[config.mk]
export PLATFORM = sky130hd
export DESIGN_NAME = apb_arbiter_master
export DESIGN_NICKNAME = d
export VERILOG_FILES = /design/src/rtl/apb_arbiter_master.sv
export SDC_FILE = /design/constraint.sdc
export NUM_CORES = 1
export LEC_CHECK = 0
export ABC_AREA = 0
export CORE_ASPECT_RATIO = 1.2
export CORE_MARGIN = 5
export CORE_UTILIZATION = 38
export CTS_CLUSTER_SIZE = 16
export DETAILED_ROUTE_END_ITERATION = 10
export HOLD_SLACK_MARGIN = 0.12
export PLACE_DENSITY = 0.84
export SLEW_MARGIN = 20
export SYNTH_ARGS = -nofsm -noshare
export SYNTH_HDL_FRONTEND = slang
export SYNTH_SLANG_ARGS = --single-unit
[constraint.sdc]
create_clock -name PCLK -period 2.55 [get_ports PCLK]
set_clock_uncertainty 0.2 [all_clocks]
set_input_delay 0.255 -clock PCLK [delete_from_list [all_inputs] [get_ports PCLK]]
set_output_delay 0.255 -clock PCLK [all_outputs]
set_load 0.005 [all_outputs]
[src/rtl/apb_arbiter_master.sv]
// Two-requester round-robin arbiter driving a single APB master port.
// One transfer in flight at a time; completion is reported as a one-cycle ACK pulse.
module apb_arbiter_master #(
    parameter int TIMEOUT = 16
) (
    input  logic        PCLK,
    input  logic        PRESET,
    input  logic        R0_REQ,
    input  logic        R0_WRITE,
    input  logic [31:0] R0_ADDR,
    input  logic [31:0] R0_WDATA,
    input  logic [3:0]  R0_STRB,
    output logic        R0_ACK,
    output logic [31:0] R0_RDATA,
    output logic        R0_ERR,
    input  logic        R1_REQ,
    input  logic        R1_WRITE,
    input  logic [31:0] R1_ADDR,
    input  logic [31:0] R1_WDATA,
    input  logic [3:0]  R1_STRB,
    output logic        R1_ACK,
    output logic [31:0] R1_RDATA,
    output logic        R1_ERR,
    output logic        PSEL,
    output logic        PENABLE,
    output logic        PWRITE,
    output logic [31:0] PADDR,
    output logic [31:0] PWDATA,
    output logic [3:0]  PSTRB,
    input  logic [31:0] PRDATA,
    input  logic        PREADY,
    input  logic        PSLVERR,
    output logic [1:0]  dbg_state_o
);

    // Handshake: a requester raises Rn_REQ with its fields stable and holds them
    // until Rn_ACK; the ACK cycle itself never counts as a new request.

    typedef enum logic [1:0] {
        IDLE   = 2'd0,
        SETUP  = 2'd1,
        ACCESS = 2'd2
    } state_t;

    localparam int CW = (TIMEOUT > 0) ? $clog2(TIMEOUT + 1) : 1;
    localparam logic [CW-1:0] CNT_LAST = CW'((TIMEOUT > 0) ? TIMEOUT - 1 : 0);

    state_t        state_q;
    logic          last_q;
    logic          owner_q;
    logic [CW-1:0] cnt_q;
    logic          psel_q;
    logic          penable_q;
    logic          pwrite_q;
    logic [31:0]   paddr_q;
    logic [31:0]   pwdata_q;
    logic [3:0]    pstrb_q;
    logic [1:0]    ack_q;
    logic [1:0]    err_q;
    logic [31:0]   rdata0_q;
    logic [31:0]   rdata1_q;

    logic          elig0;
    logic          elig1;
    logic          grant_vld;
    logic          grant_id;
    logic          sel_write;
    logic [31:0]   sel_addr;
    logic [31:0]   sel_wdata;
    logic [3:0]    sel_strb;
    logic          timeout_hit;

    assign elig0     = R0_REQ & ~ack_q[0];
    assign elig1     = R1_REQ & ~ack_q[1];
    assign grant_vld = elig0 | elig1;
    // On a tie the requester that did not win last time goes next.
    assign grant_id  = (elig0 & elig1) ? ~last_q : elig1;

    assign sel_write = grant_id ? R1_WRITE : R0_WRITE;
    assign sel_addr  = grant_id ? R1_ADDR  : R0_ADDR;
    assign sel_wdata = grant_id ? R1_WDATA : R0_WDATA;
    assign sel_strb  = grant_id ? R1_STRB  : R0_STRB;

    assign timeout_hit = (TIMEOUT > 0) && (cnt_q == CNT_LAST);

    always_ff @(posedge PCLK) begin
        if (PRESET) begin
            state_q   <= IDLE;
            last_q    <= 1'b1;
            owner_q   <= 1'b0;
            cnt_q     <= '0;
            psel_q    <= 1'b0;
            penable_q <= 1'b0;
            pwrite_q  <= 1'b0;
            paddr_q   <= '0;
            pwdata_q  <= '0;
            pstrb_q   <= '0;
            ack_q     <= '0;
            err_q     <= '0;
            rdata0_q  <= '0;
            rdata1_q  <= '0;
        end else begin
            ack_q    <= '0;
            err_q    <= '0;
            rdata0_q <= '0;
            rdata1_q <= '0;
            case (state_q)
                IDLE: begin
                    psel_q    <= 1'b0;
                    penable_q <= 1'b0;
                    if (grant_vld) begin
                        owner_q  <= grant_id;
                        last_q   <= grant_id;
                        pwrite_q <= sel_write;
                        paddr_q  <= sel_addr;
                        pwdata_q <= sel_write ? sel_wdata : '0;
                        pstrb_q  <= sel_write ? sel_strb : '0;
                        psel_q   <= 1'b1;
                        state_q  <= SETUP;
                    end
                end
                SETUP: begin
                    penable_q <= 1'b1;
                    cnt_q     <= '0;
                    state_q   <= ACCESS;
                end
                ACCESS: begin
                    if (PREADY) begin
                        psel_q         <= 1'b0;
                        penable_q      <= 1'b0;
                        state_q        <= IDLE;
                        ack_q[owner_q] <= 1'b1;
                        err_q[owner_q] <= PSLVERR;
                        if (owner_q) rdata1_q <= pwrite_q ? '0 : PRDATA;
                        else         rdata0_q <= pwrite_q ? '0 : PRDATA;
                    end else if (timeout_hit) begin
                        // Abandoned transfer: error status, no data.
                        psel_q         <= 1'b0;
                        penable_q      <= 1'b0;
                        state_q        <= IDLE;
                        ack_q[owner_q] <= 1'b1;
                        err_q[owner_q] <= 1'b1;
                        cnt_q          <= cnt_q + 1'b1;
                    end else if (TIMEOUT > 0) begin
                        cnt_q <= cnt_q + 1'b1;
                    end
                end
                default: begin
                    psel_q    <= 1'b0;
                    penable_q <= 1'b0;
                    state_q   <= IDLE;
                end
            endcase
        end
    end

    assign PSEL        = psel_q;
    assign PENABLE     = penable_q;
    assign PWRITE      = pwrite_q;
    assign PADDR       = paddr_q;
    assign PWDATA      = pwdata_q;
    assign PSTRB       = pstrb_q;
    assign R0_ACK      = ack_q[0];
    assign R1_ACK      = ack_q[1];
    assign R0_ERR      = err_q[0];
    assign R1_ERR      = err_q[1];
    assign R0_RDATA    = rdata0_q;
    assign R1_RDATA    = rdata1_q;
    assign dbg_state_o = state_q;

endmodule

### Word-level counts from Yosys, hierarchy flattened

Index checks and enable logic that the tools add are counted.

| word-level totals | value |
|---|---|
| register bits after elaboration | 148 |
| input bits | 176 |

| cells by class | value |
|---|---|
| bitwise operators | 12 |
| mux-type cells | 24 |
| reduce and logical (&&, ||, !) cells | 10 |
| magnitude comparators | 2 |
| eq/ne operators | 6 |
| $add $sub $neg | 1 |

Operators with widths:

| kind | number |
|---|---|
| two-way mux 32 bit | 4 |
| two-way mux 2 bit | 6 |
| case mux 5 bit (2 select lines) | 1 |
| two-way mux 4 bit | 2 |
| AND reduction 2 bit | 4 |
| OR reduction 4 bit | 2 |
| inverter 1 bit | 7 |
| two-way mux 1 bit | 6 |
| case mux 2 bit (3 select lines) | 1 |
| adder 5 x 1 -> 5 bit (second input constant) | 1 |
| == test 5 x 4 -> 1 bit (second input constant) | 1 |
| two-way mux 5 bit | 1 |
| inequality test 2 bit (second input constant) | 2 |
| AND 1 bit | 3 |
| inequality test 3 bit (second input constant) | 1 |
| case mux 1 bit (3 select lines) | 1 |
| AND 2 bit | 1 |
| == test 2 x 1 -> 1 bit (second input constant) | 1 |
| == test 2 bit (second input constant) | 1 |
| zero test 2 bit | 1 |
| < comparator 1 x 2 -> 1 bit (second input constant) | 1 |
| case mux 1 bit (2 select lines) | 1 |
| nonzero test 2 bit | 1 |
| OR reduction 2 bit | 1 |
| other kinds (4) | 4 |

### Logic depth before layout (Yosys ltp)

Gate-level depths: netlist of the first run.

| depth | value |
|---|---|
| word-level depth | 6 |
| mapped depth | 7 |

### Worst setup path after synthesis of the first run

No wires, ideal clock.

| timing path | value |
|---|---|
| path type | reg2reg |
| from | reg cnt_q[0] |
| to | reg psel_q, in the netlist PSEL |
| clock period less this slack | 1760 ps |
| required time | 2293 ps |
| stages on the path, launching flop included | 7 |
| arrival | 1503 ps |
| library setup time | 57 ps |
| path slack | 790 ps |
| path through | dfxtp_1 ha_1 and3_1 ha_1 or3_1 a21oi_1 a21o_1 |

| between the ends | value |
|---|---|
| longest elaborated chain between the ends | 3 |

RTL lines:

| what | line | text |
|---|---|---|
| start: declaration | 51 | `logic [CW-1:0] cnt_q;` |
| start signal: assignment | 143 | `cnt_q <= cnt_q + 1'b1;` |
| start signal: assignment | 145 | `cnt_q <= cnt_q + 1'b1;` |
| == test 5 x 4 -> 1 bit | 84 | `assign timeout_hit = (TIMEOUT > 0) && (cnt_q == CNT_LAST);` |
| inequality test 3 bit (no source line) | n/a |  |
| AND reduction 2 bit (no source line) | n/a |  |
| end signal: assignment | 92 | `psel_q <= 1'b0;` |
| end signal: assignment | 109 | `psel_q <= 1'b0;` |
| end signal: assignment | 118 | `psel_q <= 1'b1;` |
| end: declaration | 52 | `logic psel_q;` |

Every way passes these cells.
A chain may end at the register's enable or synchronous reset.

### Worst setup path after layout of the first run

| timing path | value |
|---|---|
| from | reg state_q[0], in the netlist dbg_state_o[0] |
| to | out dbg_state_o[0] |

RTL lines:

| what | line | text |
|---|---|---|
| start: declaration | 48 | `state_t state_q;` |
| start signal: assignment | 88 | `state_q <= IDLE;` |
| start signal: assignment | 119 | `state_q <= SETUP;` |
| start signal: assignment | 125 | `state_q <= ACCESS;` |
| end: declaration | 33 | `output logic [1:0] dbg_state_o` |

No word-level cell between the ends.

==> summary.md, run 1 <==
| Metric | Value |
|---|---|
| Residual DRC count | `0` |
| Status | `complete, no violations` |
| Row cnt | `48` |
| Gate power share | `20.7%` |
| Largest net degree at the start of global routing | `82` |
| Post-synth ARST share | `0%` |
| Clock slew at reported path FFs | `~0.070 ns` |
| Internal | `~0.0045 W` |
| Tmin final | `between 2 and 2.5 ns` |
| Setup slack, reg-to-reg | `0.67 ns` |
| Reg power frac | `41.1%` |
| Most common cell in the synthesized netlist | `dfxtp_1` |
| Layout net count | `1076` |
| Net Switching | `0.00172 W` |
| Slowest-stage cell, CP | `clkdlybuf4s50_1` |
| Fin. max-slew vios | `0` |
| CTS root buf | `clkbuf_16` |
| Largest area contributor in the netlist | `dfxtp_1` |
| Final Hold Vio Count | `0` |
| Relative slew slack | `67.5%` |
| Post-synth top flop | `dfxtp_1` |
| R2r endpoint | `PSEL` |
| DP Cell Count | `1053` |
| MaxCap Viol Count | `0` |
| Total routed wirelength | `18500 um` |
| H-tree Lvls | `4` |
| Initial antenna violation count | `2` |
| PwrDens | `665 nW/um^2` |
| Tot Pwr | `0.00622 W` |
| Input/output buffers | `316` |
| Vert. Die Dim | `142 um` |
| Crit-path cells | `clkdlybuf4s50_1` |
| Vias per cell | `5.03` |
| Min-Delay Path Class | `input pin to flip-flop` |
| Area Overhead vs Synth | `69.1%` |
| Total vias in the final route | `5463` |
| FF-to-FF path depth | `6` |
| Unrepaired setup endpoints after global routing | `no` |
| Worst setup EP type | `output port` |
| TritonCTS clock tree | `built` |
| Post_cts resized | `0` |
| Total CTS buffers | `17` |
| Setup TNS Final | `0 ns` |
| Post-route antenna net violation count | `0` |
| Clk sinks | `about 150` |
| Mapped Area | `around 5500 um^2` |
| WP buf/inv | `1` |
| Hold path depth | `3` |
| Hold Path Sink | `PADDR[0]` |
| Number of flops mapped to enable cells by yosys | `0` |
| Sw Share | `between 20% and 30%` |
| Grt ovf | `0` |
| Iteration-0 DRC Markers | `323` |
| LEAKAGE | `3.58 nW` |
| Distinct cells, synth | `39` |
| Final Non-Filler Cells | `1086` |
| Commonest cells post-synth | `dfxtp_1, nor2_1, nand2_1, nor3_1, a21oi_1` |
| Worst-Margin Slew | `0.488 ns` |
| Crit Path Class | `flip-flop to output port` |
| Synth Area per Inst | `about 9.2 um^2` |
| Delay-heaviest family, CP | `buffers and inverters` |
| Wire length per cell | `17.1 um` |
| Register bit count reported by yosys | `148` |
| Post-synthesis cell count | `600` |
| Die area | `17100 um^2` |
| Die span in x | `roughly 120 um` |
| RePlAce Congestion | `around 0.81` |
| Pre-CTS setup slack | `0.295 ns` |
| Total Routing Usage GR | `between 20% and 30%` |
| Number of global-route vias before repair | `5350` |
| Antenna Cells | `0` |
| Final setup violation count | `0` |
| First-pass DRT Iterations | `4` |
| Final period util | `between 80% and 90%` |
| R2R Path Start | `cnt_q[0]` |
| Startpoint types | `flip-flop` |
| Peak supply drop | `a little under 0.4 mV` |
| Global-route wire length before repair | `approximately 28000 um` |
| Clk pwr share | `38.2%` |
| F_max | `487 MHz` |
| Arr. time, crit path | `1.60 ns` |
| Largest cells by area after synthesis | `dfxtp_1, nor2_1, a211oi_1` |
| Worst Setup Slack, final | `0.497 ns` |
| Worst-skew pair later-pin latency | `around 0.41 ns` |
| Layout cells sized above 1 | `around 7.2%` |
| Post-synth top area share | `53.6%` |
| I/O pin count | `317` |
| Post-synth net total | `between 700 and 800` |
| Core Region | `14400 um^2` |
| Clock buffer depth | `2` |
| HP Start | `R0_ADDR[0]` |
| Initial Util | `38.5%` |
| DP Wirelength | `13400 um` |
| Max stage delay on crit path | `0.62 ns` |
| Worst path required time | `2.10 ns` |
| YS warnings | `0` |
| Post-synthesis sequential area ratio | `53.6%` |
| Worst-path maximum fanout | `12` |
cell families after synthesis:
| group | after synthesis | share of synthesized area (%) |
|---|---|---|
| flip-flops | 148 | 53.6 |
| AND/OR/NAND/NOR | 277 | 22.9 |
| adder cells (fa/ha/maj) | 2 | 0.452 |
| buffers and inverters | 53 | 5.70 |
| AO/OA/AOI/OAI | 117 | 16.9 |
| multiplexers | 3 | 0.543 |
per-layer routing:
layer / track usage (%) / part of all wire, % / vias to the layer above
met4: 10.1 / 4.0 / 4
met3: 6.96 / 8.8 / 49
met1: 23.8 / 39 / 2495
li1: - / - / 2664
met2: 35.2 / 48 / 251
met5: 0 / 0.17 / -
sequential cells by signal, indices dropped and copies added, names as in the netlist:
register,flops
last_q,1
cnt_q,5
ack_q,2
PSEL,1
R0_RDATA,32
owner_q,1
PADDR,32
R1_RDATA,32
dbg_state_o,2
PWRITE,1
err_q,2
PWDATA,32
PENABLE,1
PSTRB,4
metrics by stage:
step | hold slack (ns) | area, um^2 | util, %
after floorplan | 0.196 | 5530 | -
final | 0.196 | 9350 | 65.1
after CTS | 0.178 | 9350 | 65.1
after detailed placement | 0.249 | 8770 | 61.1
after global routing | 0.185 | 9350 | 65.1
after global placement | 0.242 | 8770 | 61.1
layout make-up:
cell class | instances | area [um^2]
Clock buffer | 18 | 429
Fill cell | 1152 | 5000
Timing Repair Buffer | 330 | 3340
Multi-Input combinational cell | 399 | 2250
Tap cell | 175 | 219
Inverter | 2 | 7.51
Clock inverter | 14 | 139
Sequential cell | 148 | 2960
power by group through the flow:
stage               clock network, W  registers, W  logic (W)
global route                 0.00255       0.00257    0.00140
finish                       0.00238       0.00256    0.00129
global placement                   0       0.00260    0.00128
floorplan                          0       0.00261   0.000567
detailed placement                 0       0.00261    0.00129
CTS                          0.00242       0.00256    0.00130
how the worst max path moves through the flow:
stage | start | endpoint | cells past startpoint
after floorplan | cnt_q[0] | PSEL | 6
after global placement | R1_REQ | PWDATA[7] | 6
after detailed placement | R1_REQ | PWDATA[8] | 6
after CTS | dbg_state_o[0] | dbg_state_o[0] | 1
after global routing | dbg_state_o[0] | dbg_state_o[0] | 1
final | dbg_state_o[0] | dbg_state_o[0] | 1
timing repair:
| action | in CTS | in global routing |
|---|---|---|
| hold endpoints to repair | 2 | 0 |
| hold buffers | 1 | 0 |
| setup buffers | 0 | 0 |
placed cells by master, fill, tap and decap left out, drive strengths merged:
cell,Yosys,final
dfxtp,148,148
nor3,39,39
a21o,1,1
nand3,2,2
and3,2,2
nand4b,1,1
buf,31,14
ha,2,2
o21a,2,2
and2b,1,1
o21ai,4,4
a21boi,1,1
a221oi,36,36
a21oi,38,38
mux2i,3,3
clkdlybuf4s50,0,315
clkinv,0,4
clkinvlp,0,3
clkbuf,20,18
a211oi,32,32
dlygate4sd3,0,1
nor2,144,144
and2,2,2
inv,2,9
nor4,2,2
a31oi,2,2
a2bb2oi,1,1
nand4bb,1,1
nand3b,4,4
nand2b,36,36
or3,2,2
nand2,39,39
nor2b,2,2
Power figures use the tool's default switching activity.
==> run 2: changes to the inputs <==
==> constraint.sdc (replaced) <==
create_clock -name PCLK -period 1.9 [get_ports PCLK]
set_clock_uncertainty 0.2 [all_clocks]
set_input_delay 0.19 -clock PCLK [delete_from_list [all_inputs] [get_ports PCLK]]
set_output_delay 0.19 -clock PCLK [all_outputs]
set_load 0.005 [all_outputs]
==> run 2 against run 1 <==
Combinational power up 40%. First-iteration DRC count down 4.3%. Cell count up 1.6%. Critical path depth up 5. Register-to-register slack worse by 0.59 ns. Die area unchanged. Worst setup slack worse by 0.41 ns. Critical endpoint is now PSEL. Clock power up 35%. Sequential share of layout area down 0.77 points.
==> summary.md, run 2 (synthesized netlist as in run 1, its figures left out) <==
| Metric | Value |
|---|---|
| Status | `complete, no violations` |
| Post-route antenna net violation count | `0 (unchanged)` |
| Row cnt | `48 (unchanged)` |
| Layout net count | `1093 (+1.6%)` |
| Pre-CTS setup slack | `-0.150 ns (-0.445 ns)` |
| Relative slew slack | `73.4% (+5.9 points)` |
| Arr. time, crit path | `1.98 ns (+0.38 ns)` |
| Total routed wirelength | `18500 um (about the same)` |
| Wire length per cell | `16.8 um (-1.5%)` |
| Layout cells sized above 1 | `8.84% (+1.6 points)` |
| Final period util | `95.6%` |
| Core Region | `14400 um^2 (unchanged)` |
| Iteration-0 DRC Markers | `309 (-4.3%)` |
| Clk sinks | `148 (unchanged)` |
| Clock buffer depth | `2 (unchanged)` |
| Global-route wire length before repair | `28400 um (+0.61%)` |
| M3 GR Usage | `6.48% (-0.48 points)` |
| Vert. Die Dim | `142 um (unchanged)` |
| Worst-Margin Slew | `0.400 ns (-0.0882 ns)` |
| Most common cell after layout, fill and taps aside | `clkdlybuf4s50_1` |
| Final Hold Vio Count | `0 (unchanged)` |
| MaxCap Viol Count | `0 (unchanged)` |
| Worst Setup Slack, final | `0.0830 ns (-0.414 ns)` |
| Residual DRC count | `0 (unchanged)` |
| Crit Path Class | `flip-flop to flip-flop` |
| Total vias in the final route | `5551 (+1.6%)` |
| Initial Util | `38.5% (unchanged)` |
| Die span in x | `120 um (unchanged)` |
| Input/output buffers | `316 (unchanged)` |
| DP Wirelength | `13900 um (+3.5%)` |
| First-pass DRT Iterations | `4 (unchanged)` |
| Startpoint types | `flip-flop` |
| LEAKAGE | `3.72 nW (+3.8%)` |
| F_max | `between 500 and 600 MHz` |
| Clock slew at reported path FFs | `0.06 ns (about the same)` |
| Setup slack, reg-to-reg | `0.08 ns (-0.59 ns)` |
| Tot Pwr | `0.00845 W (+36%)` |
| CTS root buf | `clkbuf_16` |
| Total CTS buffers | `17 (unchanged)` |
| Vias per cell | `5.03 (about the same)` |
| Antenna Cells | `0 (unchanged)` |
| Worst path required time | `2.06 ns (-0.04 ns)` |
| Area Overhead vs Synth | `73.6%` |
| Met1 Resource Use GR | `23.8% (-0.059 points)` |
| Global Route met2 Usage | `35.5% (+0.36 points)` |
| I/O pin count | `317 (unchanged)` |
| Largest net degree at the start of global routing | `82 (unchanged)` |
| Worst setup EP type | `flip-flop` |
| TritonCTS clock tree | `built` |
| Worst-path maximum fanout | `4 (-8)` |
| PwrDens | `880 nW/um^2 (+32%)` |
| Initial antenna violation count | `0 (-2)` |
| Most frequent cells in the layout | `clkdlybuf4s50_1, dfxtp_1, nor2_1` |
| Unrepaired setup endpoints after global routing | `no` |
| Setup TNS Final | `0 ns (unchanged)` |
| Min-Delay Path Class | `input pin to flip-flop` |
| H-tree Lvls | `4 (unchanged)` |
| Peak supply drop | `0.554 mV (+44%)` |
| Tmin final | `about 1.8 ns` |
| Number of global-route vias before repair | `5447 (+1.8%)` |
| Die area | `17100 um^2 (unchanged)` |
| Top Usage Layer GRT | `met2` |
| Grt ovf | `0 (unchanged)` |
| Total Routing Usage GR | `21.0% (+0.086 points)` |
| Final setup violation count | `0 (unchanged)` |
| Worst-skew pair later-pin latency | `0.41 ns (about the same)` |
| RePlAce Congestion | `0.828 (+2.1%)` |
| Fin. max-slew vios | `0 (unchanged)` |
## run 2: per-stage QoR
stage / cells / utilization [%] / hold slack (ns) / cell area, um^2
detailed placement: 1064 / 62.3 / 0.252 / 8940
finish: 1103 / 66.9 / 0.136 / 9600
global route: 1103 / 66.9 / 0.132 / 9600
global placement: 1064 / 62.3 / 0.241 / 8940
floorplan: 600 / - / 0.131 / 5530
CTS: 1103 / 66.8 / 0.120 / 9590
## run 2: worst paths after layout
path                from         to  cells after the start
max             cnt_q[1]       PSEL                      6
min          R0_ADDR[27]  PADDR[27]                      3
max reg2reg     cnt_q[1]       PSEL                      6
min reg2reg      PENABLE    PENABLE                      2
## run 2: per-layer routing
layer  vias up  part of all wire, %
met3        51                  9.0
met5         -                    0
li1       2687                    -
met4         0                  4.3
met1      2535                   38
met2       278                   49
## run 2: layout make-up
class / count / area, um^2
flip-flops and latches: 148 / 2970
fillers: 1138 / 4750
multi-input cells: 399 / 2260
repair buffers: 347 / 3570
clock inverters: 14 / 138
clock buffers: 18 / 439
inverters: 2 / 7.51
well taps: 175 / 219
## run 2: where the power goes
part           leakage (nW)  switching [W]  internal [W]
registers              1.21       0.000121       0.00331
logic                  2.23       0.000754       0.00106
clock network         0.279        0.00144       0.00177
## run 2: what timing repair did
| item | 4_1_cts | 5_1_grt |
|---|---|---|
| setup buffers | 0 | 0 |
| hold buffers | 7 | 0 |
| gates resized for setup | 5 | 2 |
| endpoints found under the hold margin | 9 | 0 |
| endpoints found under the setup margin | 2 | 2 |
## run 2: worst max-delay path, stage by stage (launching register included)
cell and delay [ns]:
dfxtp_1 0.34, ha_1 0.21, and3_1 0.19, ha_1 0.18, or3_1 0.37, a21oi_2 0.16
a21o_1 0.12
==> run 3: changes to the inputs <==
--- a/config.mk
+++ b/config.mk
@@ -9,6 +9,7 @@
 export CORE_ASPECT_RATIO = 1.2
 export CORE_MARGIN = 5
 export CORE_UTILIZATION = 38
+export CTS_CLUSTER_DIAMETER = 50
 export CTS_CLUSTER_SIZE = 16
 export DETAILED_ROUTE_END_ITERATION = 10
 export HOLD_SLACK_MARGIN = 0.12
==> results of run 3 <==
The final DEF is identical to that of run 2; final timing and power are the same.
==> variant (flow settings as in run 1) <==
Put a register stage on the outputs `R0_ERR` and `R1_ERR`, without a reset. The values now appear one clock later. The other outputs are not delayed to match.
--- a/src/rtl/apb_arbiter_master.sv
+++ b/src/rtl/apb_arbiter_master.sv
@@ -163,6 +163,8 @@
     assign R0_ACK      = ack_q[0];
     assign R1_ACK      = ack_q[1];
-    assign R0_ERR      = err_q[0];
-    assign R1_ERR      = err_q[1];
+    always_ff @(posedge PCLK) begin
+        R0_ERR <= err_q[0];
+        R1_ERR <= err_q[1];
+    end
     assign R0_RDATA    = rdata0_q;
     assign R1_RDATA    = rdata1_q;
Behaviour: not the same (Yosys sat finds a counterexample within 4 cycles, from zero or initial values and one cycle with PRESET high).
==> variant against run 1 <==
  * Clock power is essentially flat
  * Wire length grew 1.5%
  * Cell area grew 0.33%
  * Synthesized area grew 0.72%
  * Synthesized cell count grew 0.33%
  * Via count is essentially flat
  * Worst setup slack lost 0.10 ns
  * Fmax shrank 4.7%
  * Sequential cell count grew 2
  * Cell count grew 0.28%
  * Total power grew 0.51%
==> variant: results (changes against run 1) <==
Drt
  • Vias post-DR: 5461 (-0.037%)
  • Met1 wire length: 7250 um (+1.4%)
  • WL/cell: 17.3 um (+1.2%)
  • Wire length on met3: 1730 um (+5.8%)

Synth
  • Commonest cells post-synth: dfxtp_1, nor2_1, nand2_1, nor3_1, a21oi_1
  • Adder-cell share of the synthesized area: 0.00449 (-0.0000325)
  • Synth area leaders: dfxtp_1, nor2_1, a211oi_1, nand2b_1, a221oi_2
  • Post-synthesis sequential area ratio: 0.539 (+0.00334)

Global routing
  • GR Util All Layers: 0.210 (+0.00133)
  • Vias in the first global route: 5297 (-0.99%)
  • Met1 Use GR: 0.240 (+0.00157)
  • First-pass GRT wire length: 28400 um (+0.44%)
  • GR met3 Demand/Resource: 0.0788 (+0.00926)
  • Initial antenna violation count: 0 (-2)

Timing
  • Worst hold margin: 0.127 ns (-0.0691 ns)
  • Rel. slew slack: 0.643 (-0.0322)

Power
  • Lkg Pwr: 3.60 nW (+0.52%)
  • Sequential Power Share: 0.414 (+0.003)

Critical path
  • Critical-path top delay cell: dfxtp_1

Hold path
  • Worst hold path depth: 0 (-3)

Run status
  • Run status: completed

Cells and area
  • Nets: 1079 (+0.28%)
  • Layout cells sized above 1: 0.0744 (+0.00195)
  • Fillers: 1191 (+3.4%)

Place
  • Post-Place Cell Area: 8810 sq um (+0.40%)
==> variant: cell types whose count changed in the layout (fill, tap and decap cells not counted), sizes merged <==
cell      change
buf           +1
clkbuf        -1
clkinv        +1
clkinvlp      -1
dfxtp         +2
inv           +1
==> variant: final timing paths <==
kind	from	endpoint
worst max-delay path	dbg_state_o[1]	dbg_state_o[1]
worst min-delay path	err_q[1]	R1_ERR
worst max register to register	dbg_state_o[1]	R1_RDATA[31]
worst min register to register	err_q[1]	R1_ERR
==> variant: area by class of cell <==
type | instances | area (sq um) | area share
tap | 175 | 219 | 0.0233
sequential | 150 | 3000 | 0.320
timing repair buffer | 331 | 3340 | 0.356
clock buffer | 17 | 425 | 0.0453
clock inverter | 15 | 139 | 0.0148
inverter | 2 | 7.51 | 0.000800
multi-input combinational | 399 | 2250 | 0.240
